--- src/rtl/uart_mmio_ctrl_pkg.sv ---
// Shared definitions for the UART MMIO controller: register offsets, STATUS bit
// positions, FSM encoding and the STATUS word builder.
package uart_mmio_ctrl_pkg;

    localparam logic [1:0] MMIO_DATA   = 2'd0;
    localparam logic [1:0] MMIO_STATUS = 2'd1;
    localparam logic [1:0] MMIO_ERR    = 2'd2;
    localparam logic [1:0] MMIO_RSVD   = 2'd3;

    localparam int STAT_RX_EMPTY = 0;
    localparam int STAT_TX_FULL  = 1;
    localparam int STAT_ERR      = 2;

    localparam int TIMER_W = 16;

    typedef enum logic [1:0] {
        ST_IDLE    = 2'd0,
        ST_TX_WAIT = 2'd1,
        ST_RX_WAIT = 2'd2,
        ST_DONE    = 2'd3
    } state_t;

    function automatic logic [31:0] status_word(input logic rx_empty,
                                                input logic tx_full,
                                                input logic err);
        logic [31:0] w;
        w = '0;
        w[STAT_RX_EMPTY] = rx_empty;
        w[STAT_TX_FULL]  = tx_full;
        w[STAT_ERR]      = err;
        return w;
    endfunction

endpackage

--- src/rtl/uart_mmio_ctrl_if.sv ---
// CPU data-memory side of the MMIO path.
// Handshake: req is the valid; !stall is the ready. An access completes in the
// cycle where req=1 and stall=0, and the CPU holds req/we/offset/wdata stable
// for as long as stall=1.
interface uart_mmio_ctrl_if;
    logic        req;
    logic        we;
    logic [1:0]  offset;
    logic [31:0] wdata;
    logic [31:0] rdata;
    logic        stall;

    modport master (output req, we, offset, wdata, input rdata, stall);
    modport slave  (input req, we, offset, wdata, output rdata, stall);
endinterface

--- src/rtl/uart_mmio_ctrl_wait_timer.sv ---
// Wait-state counter: cleared at the start of an access, advanced per blocked
// cycle, and hit when it reaches the programmed limit.
module uart_mmio_ctrl_wait_timer
    import uart_mmio_ctrl_pkg::*;
#(
    parameter logic [TIMER_W-1:0] LIMIT = 16'd1023
) (
    input  logic clk,
    input  logic reset,
    input  logic clr,
    input  logic en,
    output logic hit
);

    logic [TIMER_W-1:0] count;

    always_ff @(posedge clk or posedge reset) begin
        if (reset) begin
            count <= '0;
        end else if (clr) begin
            count <= '0;
        end else if (en) begin
            count <= count + 1'b1;
        end
    end

    assign hit = (count == LIMIT);

endmodule

--- src/rtl/uart_mmio_ctrl.sv ---
// Sequences CPU MMIO accesses onto the UART FIFOs: stalls while the UART is not
// ready, issues single-cycle push/pop strobes and bounds each wait with a timeout.
module uart_mmio_ctrl
    import uart_mmio_ctrl_pkg::*;
#(
    parameter int unsigned TIMEOUT = 1023
) (
    input  logic             clk,
    input  logic             reset,
    uart_mmio_ctrl_if.slave  bus,
    input  logic             tx_full,
    input  logic             rx_empty,
    input  logic [7:0]       uart_rx_data,
    output logic             uart_we,
    output logic [7:0]       uart_wdata,
    output logic             uart_re,
    output logic             err,
    output state_t           state
);

    localparam logic [TIMER_W-1:0] LIMIT = TIMER_W'(TIMEOUT);

    state_t     state_next;
    logic [7:0] rdata_q;
    logic       timer_clr, timer_en, timer_hit;
    logic       capture, set_err, clr_err, rx_latch, rx_zero;
    logic       unused_wdata;

    assign unused_wdata = ^bus.wdata[31:8];

    uart_mmio_ctrl_wait_timer #(.LIMIT(LIMIT)) u_timer (
        .clk   (clk),
        .reset (reset),
        .clr   (timer_clr),
        .en    (timer_en),
        .hit   (timer_hit)
    );

    always_ff @(posedge clk or posedge reset) begin
        if (reset) begin
            state <= ST_IDLE;
        end else begin
            state <= state_next;
        end
    end

    always_comb begin
        state_next = state;
        timer_clr  = 1'b0;
        timer_en   = 1'b0;
        capture    = 1'b0;
        set_err    = 1'b0;
        clr_err    = 1'b0;
        rx_latch   = 1'b0;
        rx_zero    = 1'b0;
        uart_we    = 1'b0;
        uart_re    = 1'b0;
        case (state)
            ST_IDLE: begin
                if (bus.req) begin
                    if (bus.offset == MMIO_DATA) begin
                        capture    = 1'b1;
                        timer_clr  = 1'b1;
                        state_next = bus.we ? ST_TX_WAIT : ST_RX_WAIT;
                    end else if (bus.offset == MMIO_ERR && bus.we && bus.wdata[0]) begin
                        clr_err = 1'b1;
                    end
                end
            end
            ST_TX_WAIT: begin
                if (!tx_full) begin
                    uart_we    = 1'b1;
                    state_next = ST_DONE;
                end else if (timer_hit) begin
                    set_err    = 1'b1;
                    state_next = ST_DONE;
                end else begin
                    timer_en = 1'b1;
                end
            end
            ST_RX_WAIT: begin
                if (!rx_empty) begin
                    uart_re    = 1'b1;
                    rx_latch   = 1'b1;
                    state_next = ST_DONE;
                end else if (timer_hit) begin
                    set_err    = 1'b1;
                    rx_zero    = 1'b1;
                    state_next = ST_DONE;
                end else begin
                    timer_en = 1'b1;
                end
            end
            ST_DONE: begin
                // The held req here belongs to the access that is completing.
                state_next = ST_IDLE;
            end
            default: state_next = ST_IDLE;
        endcase
    end

    always_ff @(posedge clk or posedge reset) begin
        if (reset) begin
            uart_wdata <= '0;
            rdata_q    <= '0;
            err        <= 1'b0;
        end else begin
            if (capture)  uart_wdata <= bus.wdata[7:0];
            if (rx_latch) rdata_q    <= uart_rx_data;
            if (rx_zero)  rdata_q    <= '0;
            if (set_err)       err <= 1'b1;
            else if (clr_err)  err <= 1'b0;
        end
    end

    // Gated with reset so the CPU sees no stall or data while reset is held.
    assign bus.stall = !reset &&
                       ((state == ST_IDLE && bus.req && bus.offset == MMIO_DATA) ||
                        state == ST_TX_WAIT || state == ST_RX_WAIT);

    always_comb begin
        bus.rdata = '0;
        if (reset) begin
            bus.rdata = '0;
        end else if (state == ST_DONE) begin
            bus.rdata = {24'b0, rdata_q};
        end else if (bus.req) begin
            case (bus.offset)
                MMIO_STATUS: bus.rdata = status_word(rx_empty, tx_full, err);
                MMIO_ERR:    bus.rdata = {31'b0, err};
                MMIO_DATA,
                MMIO_RSVD:   bus.rdata = '0;
                default:     bus.rdata = '0;
            endcase
        end
    end

endmodule

--- src/flat_wrapper.sv ---
// flat-port wrapper written by rule: the top's interface ports become plain ports
module uart_mmio_ctrl_flat import uart_mmio_ctrl_pkg::*;
#(
    parameter int unsigned TIMEOUT = 1023
)
  (clk, reset, tx_full, rx_empty, uart_rx_data, uart_we, uart_wdata, uart_re, err, state, bus_req, bus_we, bus_offset, bus_wdata, bus_rdata, bus_stall);
  uart_mmio_ctrl_if bus_i ();
  input  logic clk;
  input  logic reset;
  input  logic tx_full;
  input  logic rx_empty;
  input  logic [7:0] uart_rx_data;
  output logic uart_we;
  output logic [7:0] uart_wdata;
  output logic uart_re;
  output logic err;
  output state_t state;
  input wire logic [$bits(bus_i.req)-1:0] bus_req;
  input wire logic [$bits(bus_i.we)-1:0] bus_we;
  input wire logic [$bits(bus_i.offset)-1:0] bus_offset;
  input wire logic [$bits(bus_i.wdata)-1:0] bus_wdata;
  output wire logic [$bits(bus_i.rdata)-1:0] bus_rdata;
  output wire logic [$bits(bus_i.stall)-1:0] bus_stall;
  assign bus_i.req = bus_req;
  assign bus_i.we = bus_we;
  assign bus_i.offset = bus_offset;
  assign bus_i.wdata = bus_wdata;
  assign bus_rdata = bus_i.rdata;
  assign bus_stall = bus_i.stall;
  uart_mmio_ctrl #(.TIMEOUT(TIMEOUT)) u_core (.clk(clk), .reset(reset), .bus(bus_i), .tx_full(tx_full), .rx_empty(rx_empty), .uart_rx_data(uart_rx_data), .uart_we(uart_we), .uart_wdata(uart_wdata), .uart_re(uart_re), .err(err), .state(state));
endmodule
--- config.mk ---
export PLATFORM = sky130hd
export DESIGN_NAME = uart_mmio_ctrl_flat
export DESIGN_NICKNAME = d
export VERILOG_FILES = /design/src/rtl/uart_mmio_ctrl_pkg.sv /design/src/rtl/uart_mmio_ctrl_if.sv /design/src/rtl/uart_mmio_ctrl_wait_timer.sv /design/src/rtl/uart_mmio_ctrl.sv /design/src/flat_wrapper.sv
export SDC_FILE = /design/constraint.sdc
export NUM_CORES = 1
export LEC_CHECK = 0
export CAP_MARGIN = 10
export CELL_PAD_IN_SITES_DETAIL_PLACEMENT = 1
export CELL_PAD_IN_SITES_GLOBAL_PLACEMENT = 2
export CORE_MARGIN = 2
export CORE_UTILIZATION = 24
export DETAILED_ROUTE_END_ITERATION = 10
export PLACE_DENSITY_LB_ADDON = 0.05
export SYNTH_ARGS = -nofsm -noshare
export SYNTH_HDL_FRONTEND = slang
export SYNTH_SLANG_ARGS = --single-unit
--- constraint.sdc ---
create_clock -name clk -period 2.6 [get_ports clk]
set_input_delay 0.26 -clock clk [delete_from_list [all_inputs] [get_ports clk]]
set_output_delay 0.26 -clock clk [all_outputs]
set_load 0.05 [all_outputs]
## After elaboration in Yosys (flattened, before gate mapping)

Cells that the tools add are included.

| operators by class | value |
|---|---|
| bitwise operators | 0 |
| reduce and logical (&&, ||, !) cells | 15 |
| divide/modulo/power cells | 0 |
| add/sub/neg operators | 1 |
| order comparisons | 0 |
| multipliers | 0 |
| equality and inequality tests | 9 |
| mux-type cells | 37 |
| shifts and indexed selects | 0 |

Operators with widths:

| kind | count |
|---|---|
| two-way mux 32 bit | 3 |
| one-hot mux 32 bit (3 select lines) | 1 |
| two-way mux 16 bit | 2 |
| two-way mux 1 bit | 20 |
| adder 16 x 1 -> 16 bit (second input constant) | 1 |
| equality test 16 x 10 -> 1 bit (second input constant) | 1 |
| two-way mux 8 bit | 2 |
| two-way mux 2 bit | 6 |
| equality test 2 bit (second input constant) | 4 |
| one-hot mux 2 bit (4 select lines) | 1 |
| nonzero test 2 bit | 3 |
| logical AND 1 bit | 5 |
| equality test 2 x 1 -> 1 bit (second input constant) | 2 |
| zero test 2 bit | 2 |
| one-hot mux 1 bit (2 select lines) | 2 |
| logical OR 1 bit | 2 |
| != test 2 x 1 -> 1 bit (second input constant) | 1 |
| != test 2 bit (second input constant) | 1 |
| AND reduction 2 bit | 1 |
| OR reduction 2 bit | 1 |
| zero test 1 bit | 1 |

| storage, ports and cells | value |
|---|---|
| input bits | 48 |
| latch bits | 0 |
| output and inout port bits | 46 |
| memories | 0 |
| flip-flop bits (word level) | 35 |
| RAM bits | 0 |
| word-level logic and storage cells | 67 |
| ROM bits | 0 |

## Logic depth before layout (Yosys ltp)

Gate-level depths: netlist of the first run.

| logic depth | value |
|---|---|
| depth after elaboration | 9 |
| gate-level depth with buffers | 7 |

## Modules after synthesis

From an unflattened synthesis of the first run, not the netlist that was laid out.

| unflattened totals | value |
|---|---|
| cells, all modules | 204 |
| area, all modules | 2072.0 um^2 |

Modules (own cells, without submodules):

| module | area an instance (um^2) | times used | cells each | sequential area each (um^2) |
|---|---|---|---|---|
| uart_mmio_ctrl | 1211.2 | 1 | 117 | 475.5 |
| uart_mmio_ctrl_wait_timer | 860.8 | 1 | 87 | 400.4 |

## Least setup slack after synthesis of the first run

No wires, ideal clock.

| timing path | value |
|---|---|
| kind | register -> output |
| from | reg u_core.state[0] |
| to | out bus_stall |
| path buffers | 2 |
| cell stages (with the launch flop) | 7 |
| data arrival time | 2.219 ns |
| data required time | 2.340 ns |
| path slack | 0.121 ns |
| cells stage by stage | dfrtp_1 -> inv_1 -> ha_1 -> nand4bb_1 -> clkbuf_1 -> clkbuf_1 -> a21oi_1 |

| on the way | value |
|---|---|
| word-level cells in the longest chain between the ends | 6 |
| elaborated cells on any way between the ends | 8 |

RTL lines:

| element | line | RTL |
|---|---|---|
| from (decl) | uart_mmio_ctrl.sv:18 | `output state_t state` |
| from (signal assigned) | uart_mmio_ctrl.sv:43 | `state <= state_next;` |
| zero test 2 bit | uart_mmio_ctrl.sv:118 | `((state == ST_IDLE && bus.req && bus.offset == MMIO_DATA) \|\|` |
| logical AND 1 bit (2 in series) | uart_mmio_ctrl.sv:118 |  |
| logical OR 1 bit | uart_mmio_ctrl.sv:118 |  |
| logical OR 1 bit (*) | uart_mmio_ctrl.sv:119 | `state == ST_TX_WAIT \|\| state == ST_RX_WAIT);` |
| logical AND 1 bit (*) | uart_mmio_ctrl.sv:117 | `assign bus.stall = !reset &&` |
| to (decl) | flat_wrapper.sv:23 | `output wire logic [$bits(bus_i.stall)-1:0] bus_stall;` |

Mark *: on every way between the ends. The rest lies on a longest branch, timed or not.

## Final worst setup path of the first run

| timing path | value |
|---|---|
| from | reg u_core.state[1] |
| to | out uart_we |

| on the way | value |
|---|---|
| word-level cells in the longest chain between the ends | 2 |

RTL lines:

| element | line | RTL |
|---|---|---|
| equality test 2 x 1 -> 1 bit | uart_mmio_ctrl.sv:58 | `case (state)` |
| two-way mux 1 bit | uart_mmio_ctrl.sv:58 |  |
| to (decl) | flat_wrapper.sv:13 | `output logic uart_we;` |

No other way between the ends.

==> tab_implementation.tex, run 1 <==
\begin{tabular}{lr}
\hline
Metric & Value \\
\hline
\multicolumn{2}{l}{\textbf{Yosys}} \\
Post-Synthesis Cells & 231 \\
Largest family of logic cells by synthesized area & simple AND/OR/NAND/NOR gates \\
Synthesized-area fraction occupied by adder cells & 3.50\% \\
Synth Area in Simple Gates & between 20\% and 30\% \\
Share of the synthesized area in compound gates (AO/OA/AOI/OAI) & between 10\% and 20\% \\
Average instance area after synthesis & 9.27 sq um \\
Yosys warnings & 0 \\
Fraction of the yosys area taken by sequential cells & 40.9\% \\
Post-synthesis xor/xnor area fraction & 0\% \\
Number of enable flip-flop cells after synthesis & 0 \\
Cell types occupying the most area after synthesis & sky130\_fd\_sc\_hd\_\_dfrtp\_1 (41\%), sky130\_fd\_sc\_hd\_\_buf\_4 (8.8\%), sky130\_fd\_sc\_hd\_\_nand2\_1 (6.8\%) \\
Number of flip-flops and latches in the synthesized netlist & 35 \\
Share of the synthesized area in the top cell type & 40.9\% \\
Cell type with the largest total area after synthesis & sky130\_fd\_sc\_hd\_\_dfrtp\_1 \\
Fraction of registers with async set/reset & 100\% \\
Number of distinct library cell variants in the gate-level netlist after synthesis & just over 40 \\
Fraction of synthesized area in multiplexers & about 1.9\% \\
Netlist Area Pre-Place & 2140 sq um \\
Predominant post-synthesis flop cell & sky130\_fd\_sc\_hd\_\_dfrtp\_1 \\
\multicolumn{2}{l}{\textbf{Cells and area}} \\
Commonest non-fill, non-tap cell in the layout & sky130\_fd\_sc\_hd\_\_nand2\_1 \\
Area growth from synthesis to layout & 30.6\% \\
Number of inserted filler cells in the final layout & between 1,000 and 1,500 \\
Fraction of the core area covered by cells at the end of the flow & between 30 and 40\% \\
Nets & 336 \\
Antenna Cells & 0 \\
Share of layout cells above drive strength 1 & between 10\% and 20\% \\
Cell area after layout & $\sim$2800 sq um \\
Post-route insts no fill & 391 \\
Leading cell types in the layout, fill and taps excluded & sky130\_fd\_sc\_hd\_\_nand2\_1 (39), sky130\_fd\_sc\_hd\_\_clkdlybuf4s50\_1 (35), sky130\_fd\_sc\_hd\_\_dfrtp\_1 (35) \\
\multicolumn{2}{l}{\textbf{Timing}} \\
Final setup vio count & 0 \\
Setup Total Neg Slack & 0 ns \\
Worst hold-check slack & between 0.4 and 0.5 ns \\
Headroom to the max-slew limit & 61.6\% \\
Worst slew pin tran & around 0.58 ns \\
Maximum clock frequency & 0.410 GHz \\
Tcrit/Tclk final & a little over nine tenths \\
Worst setup skew after layout & roughly 0.0048 ns \\
Final Hold Fails & 0 \\
Fin crit period & 2.44 ns \\
Fin. max-slew vios & 0 \\
Final worst slack & between 0.15 and 0.2 ns \\
RSZ-0062 raised after global routing & no \\
\multicolumn{2}{l}{\textbf{Worst hold path}} \\
Number of cells on the worst hold path & 2 \\
Worst hold path endpoint & u\_core.uart\_wdata[4] \\
Hold Startpoint & u\_core.uart\_wdata[4] \\
Class of the tightest hold or removal check & flop to flop \\
\multicolumn{2}{l}{\textbf{Global routing}} \\
Wire length of the first global-routing pass & approximately 9800 um \\
Global routing usage summed across all routing layers & between 10 and 15\% \\
Global route overflow & 0 \\
Largest net degree at the start of global routing & 24 \\
Initial antenna violation count & 0 \\
Via count of the first global-routing pass & $\sim$1,900 \\
\multicolumn{2}{l}{\textbf{Detailed routing}} \\
DRC viols & 0 \\
Detailed-route via count & 1,843 \\
Routed length per instance & approximately 15 um \\
Vias per inst & 4.71 \\
Starting DRC count in detailed routing & 33 \\
Antenna-violating nets left & 0 \\
Sum of routed wire length over all layers & just under 6000 um \\
Initial DRT Pass Iterations & 3 \\
\multicolumn{2}{l}{\textbf{Clock tree}} \\
CTS tree & yes \\
Clock-pin slew reported for the worst setup and hold paths after clock tree synthesis & about 0.080 ns \\
Root buf cell & sky130\_fd\_sc\_hd\_\_clkbuf\_8 \\
Post-CTS setup buffers & 0 \\
Number of clock sinks & 35 \\
Clock buffers created by TritonCTS & 5 \\
Clock H-tree levels & 2 \\
Hold-fix buffer count after cts & 0 \\
Buffer depth of the longest clock path & 2 \\
Clock latency at the later pin of the worst-skew pair & $\sim$0.29 ns \\
Post-cts gate resize count & 0 \\
\multicolumn{2}{l}{\textbf{Worst setup path}} \\
Critical path's slowest cell & sky130\_fd\_sc\_hd\_\_clkdlybuf4s50\_1 \\
Crit path required time & roughly 2.3 ns \\
Crit Reg-Reg Endpoint & u\_core.u\_timer.count[6] \\
Worst setup path class & flop to output port \\
Category of cells accounting for the largest share of critical-path delay & buffers and inverters \\
Critical Path Source & u\_core.state[1] \\
Origin of the critical flop-to-flop path & u\_core.u\_timer.count[0] \\
Largest fanout of any net on the critical path & 4 \\
Data arrival time at the worst-slack endpoint & between 2 and 2.5 ns \\
CP Buf/Inv Count & 2 \\
Flop-to-flop setup slack & between 0.4 and 0.5 ns \\
Cell depth of the worst flop-to-flop path & 6 \\
Cells along the critical path & inv\_1, ha\_1, nor2b\_1, clkdlybuf4s50\_1 \\
Worst Setup End Kind & output port \\
Max stage delay on crit path & about 0.84 ns \\
Critical path startpoint category & flop \\
\multicolumn{2}{l}{\textbf{Placement}} \\
Cell total after placement & 383 \\
Final Wtd Congestion & approximately 0.67 \\
Port buffer count & 45 \\
Placement Setup Slack & just over 0.4 ns \\
Estimated wirelength of the detail-placed design & 4400 um \\
Placed instance area & 2680 sq um \\
\multicolumn{2}{l}{\textbf{Floorplanning}} \\
Area enclosed by the die boundary & $\sim$9700 sq um \\
Floorplan core area & 8680 sq um \\
Rows & 34 \\
Horiz. Die Dim & between 90 and 100 um \\
IO Pins & 94 \\
Die outline height & around 100 um \\
Initial standard-cell utilization of the core & 24.7\% \\
\multicolumn{2}{l}{\textbf{Power and ir drop}} \\
Overall power after layout & 2.74 mW \\
Leakage power figure & roughly 1.3 nW \\
Pwr per Cell Area & 978 nW/um\^{}2 \\
Worst ir drop on vdd & approximately 0.31 mV \\
\multicolumn{2}{l}{\textbf{Run status}} \\
Result of the run & completed \\
\multicolumn{2}{l}{\textbf{Run}} \\
Max-capacitance violation count & 0 \\
\hline
\end{tabular}
==> per-layer routing <==
metal	up-vias	GRT usage [%]	share of wire (%)	wire length, um
met1	907	16.8	47	2740
li1	886	-	-	-
met3	4	3.19	4.8	285
met2	46	21.0	48	2800
met4	0	2.85	0.94	55
met5	-	0	0	0
==> synthesized netlist by cell type (2+ instances only) <==
| library cell | count |
|---|---|
| sky130_fd_sc_hd__nor2b_1 | 4 |
| sky130_fd_sc_hd__a21oi_1 | 12 |
| sky130_fd_sc_hd__mux2i_1 | 3 |
| sky130_fd_sc_hd__nor2_1 | 7 |
| sky130_fd_sc_hd__and4_1 | 4 |
| sky130_fd_sc_hd__nor3_1 | 5 |
| sky130_fd_sc_hd__buf_2 | 2 |
| sky130_fd_sc_hd__nand4_1 | 2 |
| sky130_fd_sc_hd__clkbuf_1 | 4 |
| sky130_fd_sc_hd__and3_1 | 3 |
| sky130_fd_sc_hd__or3_1 | 3 |
| sky130_fd_sc_hd__or4_1 | 7 |
| sky130_fd_sc_hd__and2_1 | 6 |
| sky130_fd_sc_hd__o31ai_1 | 7 |
| sky130_fd_sc_hd__a22o_1 | 9 |
| sky130_fd_sc_hd__a31oi_1 | 3 |
| sky130_fd_sc_hd__inv_1 | 6 |
| sky130_fd_sc_hd__nand2b_1 | 5 |
| sky130_fd_sc_hd__buf_4 | 25 |
| sky130_fd_sc_hd__ha_1 | 6 |
| sky130_fd_sc_hd__nand2_1 | 39 |
| sky130_fd_sc_hd__a41o_1 | 3 |
| sky130_fd_sc_hd__nand4bb_1 | 2 |
| sky130_fd_sc_hd__o21ai_0 | 4 |
| sky130_fd_sc_hd__a22oi_1 | 3 |
| sky130_fd_sc_hd__nand3_1 | 8 |
| sky130_fd_sc_hd__dfrtp_1 | 35 |
==> power by group <==
part / internal (mW) / switching [mW] / total (mW)
clock network: 0.310 / 0.209 / 0.520
registers: 0.717 / 0.140 / 0.857
logic: 0.501 / 0.859 / 1.36
==> state kept, by name (all words and copies together), names as in the netlist <==
register	cells
u_core.uart_wdata	8
u_core.rdata_q	8
u_core.u_timer.count	16
u_core.err	1
u_core.state	2
==> worst max path at each step <==
| stage | to | slack [ns] | cells past startpoint |
|---|---|---|---|
| 2_1_floorplan | bus_stall | 0.12 | 6 |
| 3_3_place_gp | u_core.u_timer.count[3] | 0.40 | 5 |
| 3_5_place_dp | u_core.u_timer.count[4] | 0.40 | 5 |
| 4_1_cts | uart_we | 0.11 | 4 |
| 5_1_grt | uart_we | 0.06 | 4 |
| 6_report | uart_we | 0.16 | 4 |
==> layout make-up <==
type	instances	area (sq um)	share of cell area [%]
Clock buffer	6	82.6	2.95
Inverter	6	22.5	0.805
Clock inverter	2	35.0	1.25
Timing Repair Buffer	53	536	19.1
Sequential cell	35	876	31.3
Multi-Input combinational cell	181	1110	39.7
Tap cell	108	135	4.83
==> logic make-up after synthesis <==
kind of cell             Yosys count
AND/OR/NAND/NOR                   99
multiplexers                       4
buffers and inverters             38
AO/OA/AOI/OAI                     48
adder cells (fa/ha/maj)            6
other                              1
flip-flops                        35
==> tightest hold or removal path, cell delays in order, from the launching register on <==
cell	delay (ns)
sky130_fd_sc_hd__dfrtp_1	0.34
sky130_fd_sc_hd__nand2_1	0.05
sky130_fd_sc_hd__nand2_1	0.06
(Power assumes the default switching activity.)
==> inputs of run 2 (changes only) <==
--- a/config.mk
+++ b/config.mk
@@ -5,11 +5,13 @@
 export SDC_FILE = /design/constraint.sdc
 export NUM_CORES = 1
 export LEC_CHECK = 0
+export ABC_AREA = 1
 export CAP_MARGIN = 10
 export CELL_PAD_IN_SITES_DETAIL_PLACEMENT = 1
 export CELL_PAD_IN_SITES_GLOBAL_PLACEMENT = 2
 export CORE_MARGIN = 2
-export CORE_UTILIZATION = 24
+export CORE_UTILIZATION = 22
+export CTS_CLUSTER_SIZE = 20
 export DETAILED_ROUTE_END_ITERATION = 10
 export PLACE_DENSITY_LB_ADDON = 0.05
 export SYNTH_ARGS = -nofsm -noshare
==> run 2 against run 1 <==
Compared with the run above:
- synthesized area up 6.3%
- utilization fell by 3.5 points
- count of clock-buffer cells in the layout increased by 1
- design area increased by 4.6%
- critical endpoint is now bus_rdata[5]
- die area grew 15%
- sequential share of layout area is 1.4 points lower
- critical path depth unchanged
- cell count grew 31%
- hold slack got worse by 0.0029 ns
- largest power group unchanged
- via count up 15%
==> tab_implementation.tex, run 2 <==
\begin{tabular}{lr}
\hline
Metric & Value \\
\hline
\multicolumn{2}{l}{\textbf{Placement}} \\
Port buffer count & 45 \\
Estimated wirelength of the detail-placed design & 5210 um \\
Final Wtd Congestion & approximately 0.73 \\
\multicolumn{2}{l}{\textbf{Timing}} \\
Maximum clock frequency & about 0.42 GHz \\
RSZ-0062 raised after global routing & no \\
Headroom to the max-slew limit & 54.2\% \\
Fin. max-slew vios & 0 \\
Worst setup skew after layout & between 0.006 and 0.007 ns \\
Final setup vio count & 0 \\
Tcrit/Tclk final & roughly 91\% \\
Worst slew pin tran & between 0.6 and 0.7 ns \\
Setup Total Neg Slack & 0 ns \\
Fin crit period & around 2.4 ns \\
Final Hold Fails & 0 \\
\multicolumn{2}{l}{\textbf{Yosys}} \\
Fraction of the yosys area taken by sequential cells & between 30\% and 40\% \\
Yosys warnings & 0 \\
Cell type with the largest total area after synthesis & sky130\_fd\_sc\_hd\_\_dfrtp\_1 \\
Number of flip-flops and latches in the synthesized netlist & 35 \\
Netlist Area Pre-Place & between 2000 and 2500 sq um \\
Most frequently used cell type in the post-synthesis netlist & sky130\_fd\_sc\_hd\_\_nand2\_1 \\
Fraction of registers with async set/reset & 100\% \\
Predominant post-synthesis flop cell & sky130\_fd\_sc\_hd\_\_dfrtp\_1 \\
Number of enable flip-flop cells after synthesis & 0 \\
Share of the synthesized area in the top cell type & 38.5\% \\
Number of distinct library cell variants in the gate-level netlist after synthesis & 29 \\
Average instance area after synthesis & roughly 7.0 sq um \\
Post-Synthesis Cells & $\sim$330 \\
Commonest cells in the netlist & sky130\_fd\_sc\_hd\_\_nand2\_1 (132), sky130\_fd\_sc\_hd\_\_nor2\_1 (36), sky130\_fd\_sc\_hd\_\_dfrtp\_1 (35) \\
Cell types occupying the most area after synthesis & sky130\_fd\_sc\_hd\_\_dfrtp\_1 (38\%), sky130\_fd\_sc\_hd\_\_nand2\_1 (22\%), sky130\_fd\_sc\_hd\_\_buf\_4 (7.9\%) \\
\multicolumn{2}{l}{\textbf{Floorplanning}} \\
Horiz. Die Dim & between 100 and 150 um \\
Area enclosed by the die boundary & roughly 11,000 sq um \\
Die outline height & 106 um \\
Initial standard-cell utilization of the core & 22.3\% \\
Floorplan core area & about 10,000 sq um \\
Rows & 37 \\
IO Pins & between 90 and 100 \\
\multicolumn{2}{l}{\textbf{Worst setup path}} \\
Worst setup path class & flop to output port \\
Critical path startpoint category & flop \\
Crit path required time & 2.34 ns \\
Worst Setup End Kind & output port \\
Largest fanout of any net on the critical path & 9 \\
Data arrival time at the worst-slack endpoint & about 2.1 ns \\
\multicolumn{2}{l}{\textbf{Cells and area}} \\
FF+latch area & between 800 and 900 sq um \\
Share of layout cells above drive strength 1 & under 10\% \\
Commonest non-fill, non-tap cell in the layout & sky130\_fd\_sc\_hd\_\_nand2\_1 \\
Leading cell types in the layout, fill and taps excluded & sky130\_fd\_sc\_hd\_\_nand2\_1 (132), sky130\_fd\_sc\_hd\_\_clkdlybuf4s50\_1 (40), sky130\_fd\_sc\_hd\_\_nor2\_1 (36) \\
Largest registers & u\_core.u\_timer.count x16, u\_core.rdata\_q x8, u\_core.uart\_wdata x8 \\
Top reg by flops & u\_core.u\_timer.count \\
Nets & about 430 \\
Number of inserted filler cells in the final layout & approximately 1,300 \\
Antenna Cells & 0 \\
Flip-flop count of the largest register, all copies and words added & 16 \\
Area growth from synthesis to layout & 28.5\% \\
Area of the multi-input gates & between 1000 and 1500 sq um \\
\multicolumn{2}{l}{\textbf{Detailed routing}} \\
Antenna-violating nets left & 0 \\
Detailed-route via count & roughly 2,100 \\
Initial DRT Pass Iterations & 4 \\
Sum of routed wire length over all layers & $\sim$6700 um \\
Vias per inst & slightly above 4 \\
Starting DRC count in detailed routing & 73 \\
Routed length per instance & approximately 13 um \\
DRC viols & 0 \\
\multicolumn{2}{l}{\textbf{Clock tree}} \\
Post-CTS setup buffers & 0 \\
Clock H-tree levels & 2 \\
Post-cts gate resize count & 0 \\
Clock-pin slew reported for the worst setup and hold paths after clock tree synthesis & 0.08 ns \\
Hold-fix buffer count after cts & 0 \\
Root buf cell & sky130\_fd\_sc\_hd\_\_clkbuf\_8 \\
Buffer depth of the longest clock path & 2 \\
Clock buffers created by TritonCTS & 5 \\
Clock latency at the later pin of the worst-skew pair & about 0.30 ns \\
Number of clock sinks & 35 \\
CTS tree & yes \\
\multicolumn{2}{l}{\textbf{Global routing}} \\
Via count of the first global-routing pass & roughly 2,300 \\
Initial antenna violation count & 0 \\
Wire length of the first global-routing pass & $\sim$11,000 um \\
Global routing usage summed across all routing layers & about an eighth \\
Global route overflow & 0 \\
Largest net degree at the start of global routing & 24 \\
\multicolumn{2}{l}{\textbf{Run status}} \\
Result of the run & completed \\
\multicolumn{2}{l}{\textbf{Power and ir drop}} \\
Pwr per Cell Area & 936 nW/um\^{}2 \\
Worst ir drop on vdd & about 0.36 mV \\
Leakage power figure & $\sim$1.5 nW \\
Overall power after layout & 2.74 mW \\
\multicolumn{2}{l}{\textbf{Run}} \\
Max-capacitance violation count & 0 \\
\multicolumn{2}{l}{\textbf{Worst hold path}} \\
Class of the tightest hold or removal check & flop to flop \\
\hline
\end{tabular}
run 2: where the power goes:
group | leakage (nW) | switching, mW | internal (mW)
Sequential | 0.458 | 0.123 | 0.709
Combinational | 0.946 | 0.986 | 0.455
Clock | 0.0505 | 0.224 | 0.241
run 2: stage by stage:
stage	util (%)	hold slack [ns]	setup slack (ns)	std cells	area, sq um
2_1_floorplan	-	0.370	0.165	348	2360
3_3_place_gp	27.7	0.456	0.411	503	2820
3_5_place_dp	27.7	0.461	0.414	503	2820
4_1_cts	28.7	0.481	0.178	511	2930
5_1_grt	28.7	0.500	0.0613	511	2930
6_report	28.7	0.476	0.229	511	2930
run 2: area by class of cell:
type	instances	share of cell area (%)
multi-input combinational	256	40.1
sequential	35	29.9
timing repair buffer	51	17.4
clock inverter	1	0.257
clock buffer	7	3.29
inverter	25	3.21
tap	136	5.82
run 2: critical path, cell delays in order (launching register included):
cell	delay (ns)
sky130_fd_sc_hd__dfrtp_1	0.40
sky130_fd_sc_hd__ha_1	0.40
sky130_fd_sc_hd__nand2_1	0.10
sky130_fd_sc_hd__nor2_1	0.10
sky130_fd_sc_hd__clkdlybuf4s50_1	0.82
run 2: kinds of logic after synthesis:
logic type | share of synthesized area [%]
flops | 38.5
simple gates | 38.1
fa+ha+maj | 3.30
buf+inv | 13.7
xor+xnor | 2.69
compound gates | 3.52
other cells | 0.165
run 2: path summary, 6_finish.rpt:
| path | start | to | slack [ns] | cells past startpoint |
|---|---|---|---|---|
| worst max register to register | u_core.u_timer.count[0] | u_core.u_timer.count[10] | 0.56 | 9 |
| worst min register to register | u_core.rdata_q[7] | u_core.rdata_q[7] | 0.48 | 2 |
| worst max-delay path | u_core.state[1] | bus_rdata[5] | 0.23 | 4 |
| max in group asynchronous | reset | u_core.u_timer.count[3] | 1.68 | 3 |
| worst min-delay path | u_core.rdata_q[7] | u_core.rdata_q[7] | 0.48 | 2 |
| min in group asynchronous | reset | u_core.u_timer.count[11] | 0.61 | 3 |
run 2: metal layers:
layer  wire length, um  global-route usage (%)
met5                 0                       0
met2              3210                    21.9
met1              3260                    16.2
met3               188                    2.84
met4                52                    3.20
==> edit 1: new RTL, settings of run 1 <==
`TIMEOUT` is set to 1023 in 2 places; all go to 767.
--- a/src/rtl/uart_mmio_ctrl.sv
+++ b/src/rtl/uart_mmio_ctrl.sv
@@ -3,7 +3,7 @@
 module uart_mmio_ctrl
     import uart_mmio_ctrl_pkg::*;
 #(
-    parameter int unsigned TIMEOUT = 1023
+    parameter int unsigned TIMEOUT = 767
 ) (
     input  logic             clk,
     input  logic             reset,
--- a/src/flat_wrapper.sv
+++ b/src/flat_wrapper.sv
@@ -1,7 +1,7 @@
 // flat-port wrapper written by rule: the top's interface ports become plain ports
 module uart_mmio_ctrl_flat import uart_mmio_ctrl_pkg::*;
 #(
-    parameter int unsigned TIMEOUT = 1023
+    parameter int unsigned TIMEOUT = 767
 )
   (clk, reset, tx_full, rx_empty, uart_rx_data, uart_we, uart_wdata, uart_re, err, state, bus_req, bus_we, bus_offset, bus_wdata, bus_rdata, bus_stall);
   uart_mmio_ctrl_if bus_i ();
Behaviour: no difference found for any inputs over 10 cycles, from zero or initial values and one cycle with reset high; that may be too few to reach the edited logic, so the function may still have changed.
==> edit 1 against run 1 <==
Setup slack improved by 0.0078 ns. Design area fell by 4.0%. Critical path type unchanged. Global-route usage rose by 0.31 points. Sequential cell count did not move. Combinational power fell by 4%. Wire length fell by 0.22%. First-iteration DRC count rose by 140%. Register-to-register slack got worse by 0.03 ns. Area after synthesis fell by 2.5%. Total power fell by 7.4%.
==> edit 1: results (changes against run 1) <==
| Metric | Value |
|---|---|
| Status | completed |
| Cell leakage power | 1.22 nW (-3.3%) |
| Routability Congestion | 0.685 (+2.3%) |
| Worst slack, placed | 0.354 ns (-0.0481 ns) |
| Synth top cells by count | 35 x dfrtp_1, 31 x nand2_1, 25 x buf_4 |
| DRT Pass-1 Iters | 4 (+1) |
| Depth of the most critical reg-to-reg path | 5 (-1) |
| Share of cells above drive strength 1 | 0.115 (+0.00557) |
| Pwr Total | 0.00254 W (-7.4%) |
| Vias in the first global route | 1,881 (+0.97%) |
| All-Layer GR Usage | 0.130 (+0.00312) |
| Area contributors post-synth | dfrtp_1 42%, buf_4 9.0%, nand2_1 5.6%, a22o_1 3.8%, ha_1 3.6% |
| WL per Instance | 15.2 um (+1.1%) |
| Initial drt markers | 78 (+140%) |
| DP Area | 0.00260 mm2 (-2.8%) |
| Clock share of power | 0.159 (-0.031) |
| DP Cell Count | 378 (-1.3%) |
| Post-Layout Cell Count | 386 (-1.3%) |
| Mapped Cells | 225 (-2.6%) |
| Switch Pwr | 0.00118 W (-2.4%) |
| Nets | 331 (-1.5%) |
| HPWL Detailed | 4310 um (-2.0%) |
| Worst vdd ir | 0.000362 V (+16%) |
| Largest net degree at the start of global routing | 19 (-21%) |
| DR vias/cell | 4.72 (+0.14%) |
| Arr. time, crit path | 2.17 ns |
| Seq/Total Area, Yosys | 0.419 (+0.0105) |
| Clock skew | 0.0113 ns (+0.00652 ns) |
| Synth unique cells | 42 (+2.4%) |
| Combinational Power Share | 0.518 (+0.021) |
## edit 1: cell types whose count changed after synthesis, moves of 2 or more
cell	run 1	this run
a31oi_1	3	0
or2_2	0	2
nor2_1	7	4
nand2b_1	5	1
or4_1	7	9
nand2_1	39	31
nor4_1	0	2
a21oi_1	12	14
nor3_1	5	3
nand4_1	2	5
nand4bb_1	2	0
a41o_1	3	0
## edit 1: final timing paths
path	end	startpoint	slack (ns)
min in group clk	u_core.uart_wdata[3]	bus_wdata[3]	0.49
hold reg to reg	u_core.uart_wdata[0]	u_core.uart_wdata[0]	0.49
setup reg to reg	u_core.u_timer.count[4]	u_core.state[1]	0.39
setup / recovery	uart_we	u_core.state[1]	0.17
hold / removal	u_core.state[1]	reset	0.49
max in group asynchronous	u_core.u_timer.count[6]	reset	1.90
## edit 1: cell type report
class                           count  area [um2]
Clock inverter                      1        5.00
Tap cell                          108         135
Multi-Input combinational cell    174        1060
Sequential cell                    35         876
Timing Repair Buffer               54         505
Clock buffer                        7        76.3
Inverter                            7        26.3
Fill cell                        1025        5910
## edit 1: cells by family after synthesis
logic type / after synthesis / synth area share
multiplexers: 3 / 0.0168
AND/OR/NAND/NOR: 92 / 0.249
flip-flops: 35 / 0.419
buffers and inverters: 39 / 0.116
AO/OA/AOI/OAI: 49 / 0.161
other: 1 / 0.00180
adder cells (fa/ha/maj): 6 / 0.0359
## edit 1: critical path: stages, from the launching register on
cell,delay (ns)
dfrtp_1,0.43
inv_1,0.14
ha_1,0.23
nor2b_1,0.23
clkdlybuf4s50_1,0.84
## edit 1: per-layer routing
metal | global-route usage | wire length [um] | vias to the layer above
li1 | - | - | 872
met1 | 0.177 | 2830 | 893
met2 | 0.207 | 2680 | 52
met3 | 0.0273 | 281 | 5
met4 | 0.0417 | 82 | 0
met5 | 0 | 0 | -
==> edit 2: new RTL, settings of run 1 <==
Without the edit above. Put one more register stage on the output `err`, without a reset. The value now appears one clock later. The other outputs are not delayed to match.
--- a/src/rtl/uart_mmio_ctrl.sv
+++ b/src/rtl/uart_mmio_ctrl.sv
@@ -19,6 +19,8 @@
 );
 
     localparam logic [TIMER_W-1:0] LIMIT = TIMER_W'(TIMEOUT);
+
+    logic err_s0;
 
     state_t     state_next;
     logic [7:0] rdata_q;
@@ -103,13 +105,13 @@
         if (reset) begin
             uart_wdata <= '0;
             rdata_q    <= '0;
-            err        <= 1'b0;
+            err_s0     <= 1'b0;
         end else begin
             if (capture)  uart_wdata <= bus.wdata[7:0];
             if (rx_latch) rdata_q    <= uart_rx_data;
             if (rx_zero)  rdata_q    <= '0;
-            if (set_err)       err <= 1'b1;
-            else if (clr_err)  err <= 1'b0;
+            if (set_err)       err_s0 <= 1'b1;
+            else if (clr_err)  err_s0 <= 1'b0;
         end
     end
 
@@ -126,8 +128,8 @@
             bus.rdata = {24'b0, rdata_q};
         end else if (bus.req) begin
             case (bus.offset)
-                MMIO_STATUS: bus.rdata = status_word(rx_empty, tx_full, err);
-                MMIO_ERR:    bus.rdata = {31'b0, err};
+                MMIO_STATUS: bus.rdata = status_word(rx_empty, tx_full, err_s0);
+                MMIO_ERR:    bus.rdata = {31'b0, err_s0};
                 MMIO_DATA,
                 MMIO_RSVD:   bus.rdata = '0;
                 default:     bus.rdata = '0;
@@ -135,5 +137,9 @@
         end
     end
 
+    always_ff @(posedge clk) begin
+        err <= err_s0;
+    end
+
 endmodule
 
Check against the original RTL: same outputs for any inputs over 10 cycles, from zero or initial values and one cycle with reset high; that may be too few to reach the edited logic, so the function may still have changed.
==> edit 2 against run 1 <==
Total power fell by 0.19%. Sequential cell count rose by 1. Setup slack improved by 0.032 ns. Worst hold slack got worse by 0.018 ns. Count of clock-buffer cells in the layout did not move. Via count fell by 1.6%. Area after synthesis rose by 2.3%. Clock power fell by 4%. Design area rose by 0.49%. Sequential share of layout area rose by 0.56 points. Wire length fell by 0.17%. Largest cell class unchanged. Largest power group unchanged.
==> edit 2: results (changes against run 1) <==
| Metric | Value |
|---|---|
| Biggest regs | u_core.u_timer.count x16, u_core.rdata_q x8, u_core.uart_wdata x8 |
| Initial drt markers | 34 (+3.0%) |
| Largest stage delay, worst path | 0.84 ns (about the same) |
| ClkCell Share | 0.0383 (-0.00377) |
| First-pass GRT wire length | 9780 um (-0.63%) |
| Buffering overhead | 0.190 (-0.000938) |
| Clock group | 0.000500 W (-4%) |
| Ys Warns | 0 (unchanged) |
| Reg area | 896 um2 (+2.3%) |
| Clk sink count | 36 (+2.9%) |
| Asr flop ratio synth | 0.972 (-0.0278) |
| Final Util | 0.319 (-0.00311) |
| Mapped Cells | 232 (+0.43%) |
| Seq/Total Area, Yosys | 0.409 (about the same) |
| Initial antenna violation count | 0 (unchanged) |
| Postcts setup bufs | 0 (unchanged) |
| Filler cells | 1,007 (-1.8%) |
| Via count | 1,814 (-1.6%) |
| Clock skew | 0.00574 ns (+0.000929 ns) |
| Ys flop type | dfrtp_1 |
| DP Cell Count | 387 (+1.0%) |
| All-Layer GR Usage | 0.124 (-0.00291) |
| Synth top cells by count | 39 x nand2_1, 35 x dfrtp_1, 25 x buf_4 |
| Crit path launch | u_core.state[1] |
| Die Area | 0.00991 mm2 (+2.2%) |
| Vias in the first global route | 1,871 (+0.43%) |
| Signal inverters | 6 (unchanged) |
| HP Class | input pin to asynchronous set/reset pin |
| WL per Instance | 14.9 um (-1.2%) |
| Htree depth | 2 (unchanged) |
| Synth unique cells | 45 (+9.8%) |
| Area contributors post-synth | dfrtp_1 40%, buf_4 8.6%, nand2_1 6.7%, a22o_1 3.6%, ha_1 3.4% |
| Worst vdd ir | 0.000365 V (+17%) |
| HPWL Detailed | 4530 um (+2.9%) |
| Share of cells above drive strength 1 | 0.122 (+0.0124) |
| Worst relative slew slack | 0.573 (-0.0434) |
| Pint | 0.00152 W (-0.61%) |
| Largest net degree at the start of global routing | 21 (-13%) |
| Nets | 340 (+1.2%) |
| Crit path to | uart_we |
| Cell leakage power | 1.26 nW (+0.33%) |
| Multi-input combinational area share | 0.397 (-0.000611) |
| FF-to-FF End | u_core.u_timer.count[5] |
| Clock buffer depth | 2 (unchanged) |
| Status | completed |
| Num CTS Buffers | 5 (unchanged) |
| Post-Layout Cell Count | 395 (+1.0%) |
| DP Area | 0.00270 mm2 (+0.89%) |
| Non-clock buffer count in the final layout | 56 (+5.7%) |
| Arr. time, crit path | 2.15 ns (-0.03 ns) |
| DRT Pass-1 Iters | 5 (+2) |
| R2R setup slack | 0.46 ns (+0.04 ns) |
| CLK BUF | 6 (unchanged) |
| Slowest CP cell | clkdlybuf4s50_1 |
| Critical Path End Type | output port |
| Routability Congestion | 0.697 (+4.0%) |
## edit 2: cell families (layout without fill, tap and decap cells)
| family | count (synthesis) | count (layout) | share of synthesized area |
|---|---|---|---|
| AND/OR/NAND/NOR | 99 | 99 | 0.257 |
| AO/OA/AOI/OAI | 48 | 48 | 0.155 |
| buffers and inverters | 38 | 70 | 0.124 |
| flip-flops | 36 | 36 | 0.409 |
| adder cells (fa/ha/maj) | 6 | 6 | 0.0343 |
| multiplexers | 4 | 4 | 0.0188 |
| other | 1 | 24 | 0.00171 |
## edit 2: through the flow
stage,hold WS (ns),power [W],setup slack [ns]
after global routing,0.491,0.00293,0.0513
final,0.461,0.00273,0.190
after detailed placement,0.464,0.00226,0.348
after CTS,0.477,0.00279,0.138
after floorplan,0.365,0.00183,0.121
after global placement,0.440,0.00227,0.369
## edit 2: per-layer routing
metal,share of wire,track usage
met1,0.48,0.164
met2,0.47,0.207
met3,0.037,0.0288
met4,0.0068,0.0253
met5,0,0
